File: src/rtl/cache_traffic_gen.sv
// Val/rdy request generator and response checker for a multi-port coherent cache:
// each port writes its pattern region, all ports meet at a barrier, then each reads back.
module cache_traffic_gen #(
    parameter int unsigned NUM_PORTS   = 2,
    parameter int unsigned NUM_REQS    = 4,
    parameter logic [31:0] BASE_ADDR   = 32'h00000000,
    parameter logic [31:0] PORT_STRIDE = 32'h00000100,
    parameter logic [31:0] DATA_SEED   = 32'h0a0b0c0d,
    parameter int unsigned CROSS_READ  = 1,
    parameter int unsigned TIMEOUT     = 1024
) (
    input  logic                    clk,
    input  logic                    reset,
    input  logic                    start,
    output logic [NUM_PORTS*76-1:0] cachereq_msg,
    output logic [NUM_PORTS-1:0]    cachereq_val,
    input  logic [NUM_PORTS-1:0]    cachereq_rdy,
    input  logic [NUM_PORTS*44-1:0] cacheresp_msg,
    input  logic [NUM_PORTS-1:0]    cacheresp_val,
    output logic [NUM_PORTS-1:0]    cacheresp_rdy,
    output logic                    busy,
    output logic                    done,
    output logic                    pass,
    output logic [NUM_PORTS*8-1:0]  err_count,
    output logic [NUM_PORTS-1:0]    timeout
);

    localparam logic [2:0] IDLE    = 3'd0;
    localparam logic [2:0] WR_REQ  = 3'd1;
    localparam logic [2:0] WR_RESP = 3'd2;
    localparam logic [2:0] BARRIER = 3'd3;
    localparam logic [2:0] RD_REQ  = 3'd4;
    localparam logic [2:0] RD_RESP = 3'd5;
    localparam logic [2:0] FIN     = 3'd6;

    localparam logic [1:0] TYPE_RD = 2'd0;
    localparam logic [1:0] TYPE_WR = 2'd1;

    localparam int unsigned    TW       = (TIMEOUT > 1) ? $clog2(TIMEOUT) : 1;
    localparam logic [TW-1:0]  T_LAST   = TW'(TIMEOUT - 1);
    localparam logic [7:0]     LAST_IDX = 8'(NUM_REQS - 1);

    function automatic logic [31:0] pattern(input logic [7:0] region, input logic [7:0] idx);
        return DATA_SEED ^ {region, 8'h00, 8'h00, idx};
    endfunction

    function automatic logic [31:0] addr_of(input logic [7:0] region, input logic [7:0] idx);
        return BASE_ADDR + (32'(region) * PORT_STRIDE) + {22'b0, idx, 2'b00};
    endfunction

    function automatic logic [75:0] mk_msg(input logic [1:0] t, input logic [7:0] opq,
                                           input logic [31:0] addr, input logic [31:0] data);
        return {t, opq, addr, 2'b00, data};
    endfunction

    logic                 busy_q, done_q, pass_q;
    logic                 start_go, all_barrier, all_fin;
    logic [NUM_PORTS-1:0] at_barrier, at_fin, err_zero;

    assign start_go    = start & ~busy_q;
    assign all_barrier = &at_barrier;
    assign all_fin     = &at_fin;

    for (genvar p = 0; p < NUM_PORTS; p++) begin : g_port
        localparam logic [7:0] OWN = 8'(p);
        localparam logic [7:0] SRC = (CROSS_READ != 0) ? 8'((p + 1) % NUM_PORTS) : 8'(p);

        logic [2:0]    state_q, state_d;
        logic [7:0]    idx_q, idx_d;
        logic [7:0]    opq_q, opq_d;
        logic [TW-1:0] timer_q, timer_d;
        logic [75:0]   msg_q, msg_d;
        logic [7:0]    err_q, err_d;
        logic          to_q, to_d;
        logic [43:0]   resp;
        logic [7:0]    idx_nxt;
        logic          is_wr, mismatch;

        assign resp    = cacheresp_msg[p*44 +: 44];
        assign idx_nxt = idx_q + 8'd1;
        assign is_wr   = (state_q == WR_RESP);

        // msg_q holds the issued request until the next one is loaded, so it is the check reference
        assign mismatch = (resp[43:42] != msg_q[75:74]) || (resp[41:34] != msg_q[73:66]) ||
                          (resp[33:32] != 2'b00) ||
                          ((state_q == RD_RESP) && (resp[31:0] != pattern(SRC, idx_q)));

        always_comb begin
            state_d = state_q;
            idx_d   = idx_q;
            opq_d   = opq_q;
            timer_d = timer_q;
            msg_d   = msg_q;
            err_d   = err_q;
            to_d    = to_q;
            case (state_q)
                IDLE: begin
                    if (start_go) begin
                        state_d = WR_REQ;
                        idx_d   = '0;
                        opq_d   = '0;
                        timer_d = '0;
                        err_d   = '0;
                        to_d    = 1'b0;
                        msg_d   = mk_msg(TYPE_WR, 8'd0, addr_of(OWN, 8'd0), pattern(OWN, 8'd0));
                    end
                end
                WR_REQ, RD_REQ: begin
                    if (cachereq_rdy[p]) begin
                        state_d = (state_q == WR_REQ) ? WR_RESP : RD_RESP;
                        opq_d   = opq_q + 8'd1;
                        timer_d = '0;
                    end
                end
                WR_RESP, RD_RESP: begin
                    if (cacheresp_val[p]) begin
                        timer_d = '0;
                        if (mismatch && (err_q != 8'hff)) begin
                            err_d = err_q + 8'd1;
                        end
                        if (idx_q != LAST_IDX) begin
                            idx_d = idx_nxt;
                            if (is_wr) begin
                                state_d = WR_REQ;
                                msg_d   = mk_msg(TYPE_WR, opq_q, addr_of(OWN, idx_nxt),
                                                 pattern(OWN, idx_nxt));
                            end else begin
                                state_d = RD_REQ;
                                msg_d   = mk_msg(TYPE_RD, opq_q, addr_of(SRC, idx_nxt), '0);
                            end
                        end else begin
                            state_d = is_wr ? BARRIER : FIN;
                        end
                    end else if (timer_q == T_LAST) begin
                        // a write-phase timeout still parks in BARRIER so the other ports can proceed
                        to_d    = 1'b1;
                        timer_d = '0;
                        state_d = is_wr ? BARRIER : FIN;
                    end else begin
                        timer_d = timer_q + 1'b1;
                    end
                end
                BARRIER: begin
                    if (all_barrier) begin
                        state_d = to_q ? FIN : RD_REQ;
                        idx_d   = '0;
                        timer_d = '0;
                        msg_d   = mk_msg(TYPE_RD, opq_q, addr_of(SRC, 8'd0), '0);
                    end
                end
                FIN: begin
                    if (all_fin) begin
                        state_d = IDLE;
                    end
                end
                default: state_d = IDLE;
            endcase
        end

        always_ff @(posedge clk) begin
            if (reset) begin
                state_q <= IDLE;
                idx_q   <= '0;
                opq_q   <= '0;
                timer_q <= '0;
                msg_q   <= '0;
                err_q   <= '0;
                to_q    <= 1'b0;
            end else begin
                state_q <= state_d;
                idx_q   <= idx_d;
                opq_q   <= opq_d;
                timer_q <= timer_d;
                msg_q   <= msg_d;
                err_q   <= err_d;
                to_q    <= to_d;
            end
        end

        assign cachereq_val[p]        = (state_q == WR_REQ) || (state_q == RD_REQ);
        assign cacheresp_rdy[p]       = (state_q == WR_RESP) || (state_q == RD_RESP);
        assign cachereq_msg[p*76 +: 76] = msg_q;
        assign err_count[p*8 +: 8]    = err_q;
        assign timeout[p]             = to_q;
        assign at_barrier[p]          = (state_q == BARRIER);
        assign at_fin[p]              = (state_q == FIN);
        assign err_zero[p]            = (err_q == 8'd0);
    end

    always_ff @(posedge clk) begin
        if (reset) begin
            busy_q <= 1'b0;
            done_q <= 1'b0;
            pass_q <= 1'b0;
        end else if (start_go) begin
            busy_q <= 1'b1;
            done_q <= 1'b0;
            pass_q <= 1'b0;
        end else if (all_fin) begin
            busy_q <= 1'b0;
            done_q <= 1'b1;
            pass_q <= (&err_zero) & ~(|timeout);
        end
    end

    assign busy = busy_q;
    assign done = done_q;
    assign pass = pass_q;

endmodule

File: config.mk
export PLATFORM = sky130hd
export DESIGN_NAME = cache_traffic_gen
export DESIGN_NICKNAME = d
export VERILOG_FILES = /design/src/rtl/cache_traffic_gen.sv
export SDC_FILE = /design/constraint.sdc
export NUM_CORES = 1
export LEC_CHECK = 0
export CAP_MARGIN = 10
export CORE_MARGIN = 1.5
export CORE_UTILIZATION = 46
export DETAILED_ROUTE_END_ITERATION = 6
export PLACE_DENSITY = 0.9
export SYNTH_ARGS = -nofsm -noshare
export SYNTH_HDL_FRONTEND = slang
export SYNTH_SLANG_ARGS = --single-unit
export TNS_END_PERCENT = 50
File: constraint.sdc
create_clock -name clk -period 2.6 [get_ports clk]
set_input_delay 0.52 -clock clk [delete_from_list [all_inputs] [get_ports clk]]
set_output_delay 0.52 -clock clk [all_outputs]
set_load 0.01 [all_outputs]
==> impl_metrics.toml, run 1 <==
[run_status]
status = "completed"

[timing]
hold_violations = 0
rsz0062_at_grt = "true"
period_needed_ns = 2.52
finalHoldWorstSlack_ns = 0.455
post-route-period-util = 0.971
tightest_slew_ns = 0.562
skew_ns = 0.00445
slew_viol_final = 0
finalSetupViolCount = 0
fmax_mhz = 396
maxSlewHeadroom = 0.622

[clocking]
post_cts_buffers = 0
cts_max_level = 4
root_buffer = "clkbuf_16"
cts_tree = "yes"
clk-insertion-delay-late_ns = 0.43
clk_pin_slew_ns = 0.06
cts_max_path_buffers = 2
cts_hold_buf = 0
cts.sinks = 130
numCtsBuffers = 17

[global_route]
gr-usage-all-layers = 0.240
grt_pass1_wl_um = 32400
antenna_found_initial = 1
grt_pass1_vias = 6758
gr-total-overflow = 0
grt_max_degree = 98

[worst_setup_path]
crit_chain = "or3b_1 -> inv_1 -> nor2_2 -> inv_1 -> clkdlybuf4s50_1"
critical-path-max-stage-delay_ns = 0.56
arrival_ns = 2.00
cp-start-kind = "flip-flop"
crit_top_cell = "inv_1"
worst-path-buf-inv = 3
path_delay_family = "buffers and inverters"
cpMaxStageDelayCell = "clkdlybuf4s50_1"
required_ns = 2.08
cp-end-kind = "output pin"
crit_path_max_fanout = 10
criticalPathCategory = "flip-flop to output pin"

[logic_synthesis]
yosys_register_bits = 130
yosys.area_share.simple = 0.248
synthArstFlopShare = 0
synth_edf_count = 0
syn_inst = 944
synth_fa_ha_area_frac = 0.0232
synth-xor-area-share = 0.0836
ys.warnings.count = 0
ys_types = 64
synthFlopType = "dfxtp_1"
postSynthAreaPerCell_um2 = 7.99
ys_seq_area_frac = 0.345
synth_compound_area_frac = 0.153
muxShareOfSynthArea = 0.00547
synth_top_family_by_area = "simple AND/OR/NAND/NOR gates"
syn_area_mm2 = 0.00754

[die]
die_h_um = 131
rows = 46
die_area_mm2 = 0.0172
coreArea_mm2 = 0.0159
initial_core_util = 0.473
io_pins = 272
dieWidth_um = 131

[pwr]
comb_power_share = 0.416
power.density_mw_per_mm2 = 795
power_switching_mw = 2.89
vdd_ir_drop_max_mv = 0.645
swShare = 0.363
intPower_mw = 5.07
clkPwrFrac = 0.288
seq_power_share = 0.296
p_leak_nw = 3.84

[worst_hold_path]
hp-class = "flip-flop to flip-flop"

[final_layout]
area_growth_syn_to_layout_pct = 32.7
fin_util = 0.628
final_nets = 1241
drive_gt1_frac = 0.0875
fillers = 1370

[drt]
routed_wl_um = 20800
avgRoutedWirePerCell_um = 15.3
drtAntennaViolNets = 0
via_count = 7196
first_pass_iters = 5
drt_iter0_drc = 471
drcViolationCount = 0
via_per_inst = 5.29

[place]
io_buffers = 186
hpwl_um = 15300
routabilityCongestion = 0.893

[flow_run]
maxCapViolCount = 0
power groups by stage:
stage	combinational, mW	sequential (mW)	clock, mW
after floorplan	2.12	2.34	0
after global routing	3.63	2.39	2.40
after CTS	3.29	2.36	2.31
final	3.31	2.36	2.29
after detailed placement	3.26	2.39	0
after global placement	3.18	2.38	0
worst min-delay path, stage by stage (launching register included):
cell and delay [ns]:
dfxtp_1 0.31, nand2_1 0.05, a21oi_1 0.05
cells by family (layout without fill, tap and decap cells):
kind of cell,after synthesis,count (layout)
adders and majority gates,14,14
other,1,86
buffers and inverters,175,290
xor gates and xnor gates,72,72
muxes,4,4
AOI/OAI and AO/OA,175,175
DFF,130,130
and+or+nand+nor,373,373
sequential cells by signal, summed over array words and instances, names as in the netlist:
register	flops
pass	1
g_port.timer_q	20
g_port.err_q	16
g_port.msg_q	51
g_port.to_q	2
g_port.state_q	6
busy	1
g_port.idx_q	16
done	1
g_port.opq_q	16
layer usage:
| layer | wire, um | up-vias | global-route usage |
|---|---|---|---|
| met1 | 7960 | 3348 | 0.272 |
| met2 | 10500 | 306 | 0.415 |
| met3 | 1610 | 50 | 0.0698 |
| li1 | - | 3492 | - |
| met5 | 0 | - | 0 |
| met4 | 714 | 0 | 0.114 |
final cells by class:
class                           count  area (um2)  area share
Timing Repair Buffer              236        2260       0.226
Multi-Input combinational cell    723        4210       0.420
Tap cell                          216         270      0.0270
Clock buffer                       26         519      0.0519
Antenna cell                        1        2.50    0.000250
Inverter                           24        90.1     0.00900
Clock inverter                      4        47.5     0.00475
Sequential cell                   130        2610       0.261
cells in the mapped netlist (9+ instances only):
| master | instances | area share |
|---|---|---|
| ha_1 | 14 | 0.023 |
| xnor2_1 | 46 | 0.053 |
| and3_1 | 13 | 0.011 |
| or3_1 | 9 | 0.0075 |
| nand4_1 | 30 | 0.025 |
| nand3_1 | 19 | 0.013 |
| buf_2 | 9 | 0.0060 |
| a22oi_1 | 23 | 0.023 |
| clkbuf_1 | 37 | 0.018 |
| a21oi_1 | 66 | 0.044 |
| xor2_1 | 26 | 0.030 |
| buf_4 | 105 | 0.10 |
| nor2_1 | 103 | 0.051 |
| nor2b_1 | 9 | 0.0075 |
| nor3_1 | 22 | 0.015 |
| nand2_1 | 100 | 0.050 |
| o21ai_0 | 25 | 0.017 |
| inv_1 | 23 | 0.011 |
| nor4_1 | 15 | 0.012 |
| dfxtp_1 | 130 | 0.34 |
| o211ai_1 | 9 | 0.0090 |
cells in the final DEF, fill, tap and decap left out, types with 5 or more instances in the layout:
cell type / instances
clkdlybuf4s50_1: 182
dfxtp_1: 125
nor2_1: 103
nand2_1: 100
conb_1: 85
a21oi_1: 66
buf_4: 48
xnor2_1: 46
nand4_1: 30
xor2_1: 26
o21ai_0: 25
inv_1: 23
a22oi_1: 23
nor3_1: 22
nand3_1: 19
clkbuf_16: 17
nor4_1: 14
ha_1: 14
and3_1: 13
nor2b_1: 9
or3_1: 9
o211ai_1: 9
nand2b_1: 6
nand3b_1: 6
a221oi_1: 6
clkbuf_8: 6
and4_1: 5
nor4b_1: 5
nor3b_1: 5
a32o_1: 5
or4_1: 5
dfxtp_2: 5
worst paths after layout:
path,startpoint,end,slack [ns],cells past startpoint
max,g_port[0].state_q[2],cacheresp_rdy[0],0.08,5
min,g_port[0].msg_q[37],g_port[0].msg_q[37],0.45,2
max reg2reg,g_port[1].idx_q[0],g_port[1].msg_q[0],0.29,7
min reg2reg,g_port[0].msg_q[37],g_port[0].msg_q[37],0.45,2
through the flow:
stage / worst slack, ns / cell area [um2] / TNS [ns] / std cells / power (mW)
final: 0.0765 / 10000 / 0 / 1360 / 7.96
after detailed placement: -0.415 / 9410 / -3.70 / 1329 / 5.65
after global routing: -0.0195 / 10000 / -0.0195 / 1360 / 8.42
after CTS: 0.00297 / 9990 / 0 / 1359 / 7.96
after floorplan: 0.243 / 7860 / 0 / 1028 / 4.46
after global placement: -0.299 / 9410 / -2.63 / 1329 / 5.56
timing repair:
item,in CTS,in global routing
setup endpoints to repair,4,11
gates resized for setup,5,6
pin swaps,0,2
Note: power is estimated with default switching activity, not from simulation.
==> run 2, diff against run 1 <==
CAP_MARGIN = unset   (was 10)
clock period = 2.5 ns   (was 2.6 ns; I/O delays follow)
==> run 2 against run 1 <==
Core utilization is 0.97 points higher. Power grew 8.8%. Cell count rose by 0.59%. Routed wire length up 2.0%. Hold slack about the same. First-iteration DRC count grew 5.5%. Combinational power is 8.2% higher. Final area grew 1.5%. Global-route usage fell by 0.13 points. Count of clock-buffer cells in the layout shrank 6. Die area stayed put. Sequential power increased by 3%. Critical path type is now primary input to flip-flop.
==> impl_metrics.toml, run 2 (synthesis gave the netlist of run 1 again) <==
[run_status]
status = "completed"

[final_layout]
fillers = 1337
largest_reg_flops = 51
final_nets = 1249
area_growth_syn_to_layout_pct = 34.8
post-route-cell-area_mm2 = 0.0102
drive_gt1_frac = 0.101
multiInputGateArea_mm2 = 0.00425
layout_common_cells = "clkdlybuf4s50_1, dfxtp_1, nor2_1"
mostFrequentLayoutCell = "clkdlybuf4s50_1"
seq_area_mm2 = 0.00261
largest_register = "g_port.msg_q"
reg_top3 = "g_port.msg_q x51, g_port.timer_q x20"

[clocking]
cts_max_level = 4
cts_tree = "yes"
root_buffer = "clkbuf_16"
clk-insertion-delay-late_ns = 0.43
cts.sinks = 130
clk_pin_slew_ns = 0.06
cts_max_path_buffers = 2
numCtsBuffers = 17

[pwr]
power.density_mw_per_mm2 = 851
p_leak_nw = 3.94
vdd_ir_drop_max_mv = 0.698

[worst_hold_path]
min_from = "g_port[1].msg_q[41]"
whs_path_depth = 2
hp-class = "flip-flop to flip-flop"
worstHoldEndpoint = "g_port[1].msg_q[41]"

[worst_setup_path]
r2r-start = "g_port[1].idx_q[3]"
criticalPathCategory = "primary input to flip-flop"
regToRegEndpoint = "g_port[1].msg_q[6]"
path_delay_family = "simple AND/OR/NAND/NOR gates"
cp-end-kind = "flip-flop"
crit_path_max_fanout = 8
rrSetupSlack_ns = 0.23
required_ns = 2.79
crit_chain = "clkdlybuf4s50_1 -> and4b_1 -> nand4_1 -> or4_4 -> a2111oi_4 -> buf_4 -> or2b_4 -> o32ai_1"
r2r_cells = 8
arrival_ns = 2.73
critical-path-max-stage-delay_ns = 0.55
worst-path-buf-inv = 2
cp-start-kind = "primary input"
cpMaxStageDelayCell = "or4_4"

[die]
io_pins = 272
rows = 46
coreArea_mm2 = 0.0159
dieWidth_um = 131
initial_core_util = 0.473
die_area_mm2 = 0.0172
die_h_um = 131

[timing]
hold_violations = 0
skew_ns = 0.00649
finalSetupViolCount = 0
post-route-period-util = 0.973
finalHoldWorstSlack_ns = 0.455
tightest_slew_ns = 0.622
fmax_mhz = 411
period_needed_ns = 2.43
slew_viol_final = 0
setup_tns_ns = 0
maxSlewHeadroom = 0.585

[flow_run]
maxCapViolCount = 0

[drt]
routed_wl_um = 21200
top_layer_used = "met4"
via_count = 7280
drt_iter0_drc = 497
avgRoutedWirePerCell_um = 15.5
met1_length_um = 8260
wl_met2_um = 10800
wl_met3_um = 1480
via_per_inst = 5.32
drcViolationCount = 0
drtAntennaViolNets = 0
first_pass_iters = 5

[global_route]
grt_max_degree = 57
antenna_found_initial = 1
gr-total-overflow = 0
grt_pass1_wl_um = 32100
grt_pass1_vias = 6506
gr-usage-all-layers = 0.239

[place]
routabilityCongestion = 0.914
placed_area_mm2 = 0.00945
hpwl_um = 15300
io_buffers = 186
[run 2: cell count changes in the layout (fill, tap and decap cells not counted), moves of 2 or more]
cell | previous run | this run
buf_4 | 48 | 56
bufinv_16 | 1 | 4
clkbuf_1 | 3 | 0
clkbuf_8 | 6 | 3
clkdlybuf4s50_1 | 182 | 176
clkinvlp_4 | 1 | 3
dfxtp_2 | 5 | 3
dlygate4sd2_1 | 0 | 2
dlymetal6s2s_1 | 3 | 7
nor2b_1 | 9 | 7
nor2b_2 | 0 | 2
o21ai_0 | 25 | 22
o21ai_1 | 4 | 6
[run 2: final cells by class]
| type | count | area share |
|---|---|---|
| antenna | 1 | 0.000246 |
| clock buffer | 20 | 0.0459 |
| clock inverter | 10 | 0.0155 |
| inverter | 24 | 0.00886 |
| multi-input combinational | 723 | 0.418 |
| sequential | 130 | 0.257 |
| tap | 216 | 0.0266 |
| timing repair buffer | 244 | 0.229 |
[run 2: worst min-delay path: stages (launching register included)]
cell and delay [ns]:
dfxtp_1 0.31, nand2_1 0.05, a21oi_1 0.05
[run 2: timing repair]
action                                  4_1_cts  5_1_grt
hold buffers                                  0        0
cloned                                        0        0
resized for setup                             9       20
setup buffers                                 1        0
endpoints found under the setup margin       12       11
pin swaps                                     2        7
[run 2: metrics by stage]
step	setup slack, ns	cells	power, mW	utilization
3_3_place_gp	-0.379	1336	5.87	0.593
4_1_cts	0.00599	1367	8.62	0.633
3_5_place_dp	-0.487	1336	5.95	0.593
5_1_grt	-0.00117	1368	9.12	0.638
6_report	0.0673	1368	8.65	0.638
2_1_floorplan	0.163	1028	4.64	-
[run 2: power breakdown]
| group | internal (mW) | switching (mW) | total (mW) |
|---|---|---|---|
| logic | 1.61 | 1.97 | 3.58 |
| clock network | 1.73 | 0.915 | 2.64 |
| registers | 2.24 | 0.191 | 2.43 |
[run 2: how the worst max path moves through the flow]
stage                            from                  to  slack, ns  depth (start not counted)
detailed placement  cacheresp_msg[54]  g_port[1].err_q[7]      -0.49                          7
global route        cacheresp_msg[75]  g_port[1].err_q[2]     -0.001                          9
finish              cacheresp_msg[62]  g_port[1].err_q[1]       0.07                          8
CTS                 cacheresp_msg[72]  g_port[1].err_q[5]      0.006                          8
global placement    cacheresp_msg[72]  g_port[1].err_q[2]      -0.38                          7
floorplan           cacheresp_msg[53]  g_port[1].err_q[2]       0.16                          6
[run 2: metal layers]
layer	track usage	up-vias
li1	-	3511
met1	0.271	3395
met2	0.412	312
met3	0.0698	62
met4	0.112	0
met5	0	-
==> run 3, diff against run 2 <==
CORE_ASPECT_RATIO = 0.5   (was unset)
CORE_UTILIZATION = 47   (was 46)
CTS_BUF_LIST = sky130_fd_sc_hd__clkbuf_4   (was unset)
PLACE_DENSITY = 0.92   (was 0.9)
==> run 3 against run 2 <==
Non-clock buffer count shrank 9. Final area fell by 3.8%. Worst setup slack improved by 0.016 ns. Highest routed layer unchanged. First-iteration DRC count increased by 19%. Largest power group unchanged. Critical path depth decreased by 3.
==> impl_metrics.toml, run 3 (synthesis gave the netlist of run 1 again) <==
[final_layout]
reg_top3 = "g_port.msg_q x51, g_port.timer_q x20"
fillers = 1260
drive_gt1_frac = 0.0919
mostFrequentLayoutCell = "clkdlybuf4s50_1"
fin_util = 0.629
largest_register = "g_port.msg_q"
diodes = 0
layout_common_cells = "clkdlybuf4s50_1, dfxtp_1, nor2_1"
largest_reg_flops = 51
final_nets = 1240
area_growth_syn_to_layout_pct = 29.6

[die]
coreArea_mm2 = 0.0155
rows = 32
initial_core_util = 0.486
io_pins = 272
die_h_um = 92.6
die_area_mm2 = 0.0169
dieWidth_um = 182

[flow_run]
maxCapViolCount = 0

[global_route]
grt_pass1_wl_um = 32700
gr-total-overflow = 0
antenna_found_initial = 0
grt_pass1_vias = 6921
gr-usage-all-layers = 0.237
grt_max_degree = 94

[timing]
finalSetupViolCount = 0
skew_ns = 0.0206
hold_violations = 0
post-route-period-util = 0.967
slew_viol_final = 0
period_needed_ns = 2.42
rsz0062_at_grt = "false"
fmax_mhz = 414
finalHoldWorstSlack_ns = 0.322
tightest_slew_ns = 0.993
maxSlewHeadroom = 0.338

[drt]
drtAntennaViolNets = 0
routed_wl_um = 20300
drcViolationCount = 0
wl_met3_um = 1520
met1_length_um = 8420
via_count = 7300
avgRoutedWirePerCell_um = 15.1
via_per_inst = 5.42
drt_iter0_drc = 593
top_layer_used = "met4"
first_pass_iters = 5
wl_met2_um = 9860

[worst_setup_path]
crit_path_max_fanout = 13
cpMaxStageDelayCell = "or3b_4"
criticalPathCategory = "flip-flop to output pin"
path_delay_family = "simple AND/OR/NAND/NOR gates"
required_ns = 2.00
critical-path-max-stage-delay_ns = 0.45
worst-path-buf-inv = 3
cp-start-kind = "flip-flop"
r2r_cells = 7
crit_chain = "or3b_4 -> inv_4 -> nor2_1 -> inv_1 -> dlygate4sd2_1"
arrival_ns = 1.92
cp-end-kind = "output pin"
cp.depth = 5

[run_status]
status = "completed"

[clocking]
cts_max_level = 4
post_cts_buffers = 0
cts_tree = "yes"
cts_hold_buf = 0
cts_max_path_buffers = 2
clk-insertion-delay-late_ns = 0.55
clk_pin_slew_ns = 0.12
cts.sinks = 130
root_buffer = "clkbuf_4"
numCtsBuffers = 17

[place]
hpwl_um = 15100
routabilityCongestion = 0.869
io_buffers = 186

[pwr]
power.density_mw_per_mm2 = 795
p_leak_nw = 3.73
vdd_ir_drop_max_mv = 0.426
power.total_mw = 7.77

[worst_hold_path]
hp-class = "primary input to flip-flop"
whs_path_depth = 3
run 3: cell count changes in the layout (fill, tap and decap cells not counted), moves of 3 or more:
| cell | before | now |
|---|---|---|
| clkbuf_4 | 0 | 18 |
| clkbuf_16 | 17 | 0 |
| buf_4 | 56 | 48 |
| dlymetal6s2s_1 | 7 | 1 |
| clkdlybuf4s50_1 | 176 | 181 |
| clkbuf_8 | 3 | 0 |
| o21ai_0 | 22 | 25 |
run 3: through the flow:
stage,setup WS (ns),std cells,TNS (ns),area [um2]
finish,0.0835,1347,0,9780
global route,0.00229,1347,0,9780
CTS,-0.0961,1347,-0.0961,9760
detailed placement,-0.422,1316,-8.56,9380
global placement,-0.366,1316,-5.07,9380
floorplan,0.163,1028,0,7860
run 3: power by group:
part	switching (mW)	internal, mW
clock network	0.832	1.01
logic	1.97	1.53
registers	0.189	2.24
run 3: layer usage:
| layer | up-vias | track usage |
|---|---|---|
| li1 | 3486 | - |
| met2 | 369 | 0.413 |
| met5 | - | 0 |
| met1 | 3396 | 0.286 |
| met3 | 49 | 0.0551 |
| met4 | 0 | 0.0930 |
run 3: worst register-to-register path, cell delays in order (launching register included):
cell,delay [ns]
dfxtp_1,0.38
or4_1,0.55
o31a_1,0.31
o21ai_1,0.37
nor2b_1,0.10
buf_4,0.19
a22oi_1,0.18
nor2_1,0.08
run 3: area by class of cell:
cell class | instances | area, um2 | area share
repair buffers | 235 | 2240 | 0.229
inverters | 24 | 92.6 | 0.00947
flip-flops and latches | 130 | 2610 | 0.267
clock inverters | 13 | 233 | 0.0238
well taps | 204 | 255 | 0.0261
clock buffers | 18 | 135 | 0.0138
multi-input cells | 723 | 4210 | 0.431
run 3: path summary, 6_finish.rpt:
kind                              end  slack [ns]            startpoint
setup / recovery     cacheresp_rdy[1]        0.08  g_port[1].state_q[2]
hold / removal     g_port[1].err_q[2]        0.32                 reset
setup reg to reg  g_port[1].msg_q[71]        0.18    g_port[1].idx_q[7]
hold reg to reg   g_port[1].msg_q[39]        0.46   g_port[1].msg_q[39]
run 3: repair_timing:
action                     CTS  global route
pin swaps                    0             1
setup endpoints to repair    4             5
gates resized for setup     13             4
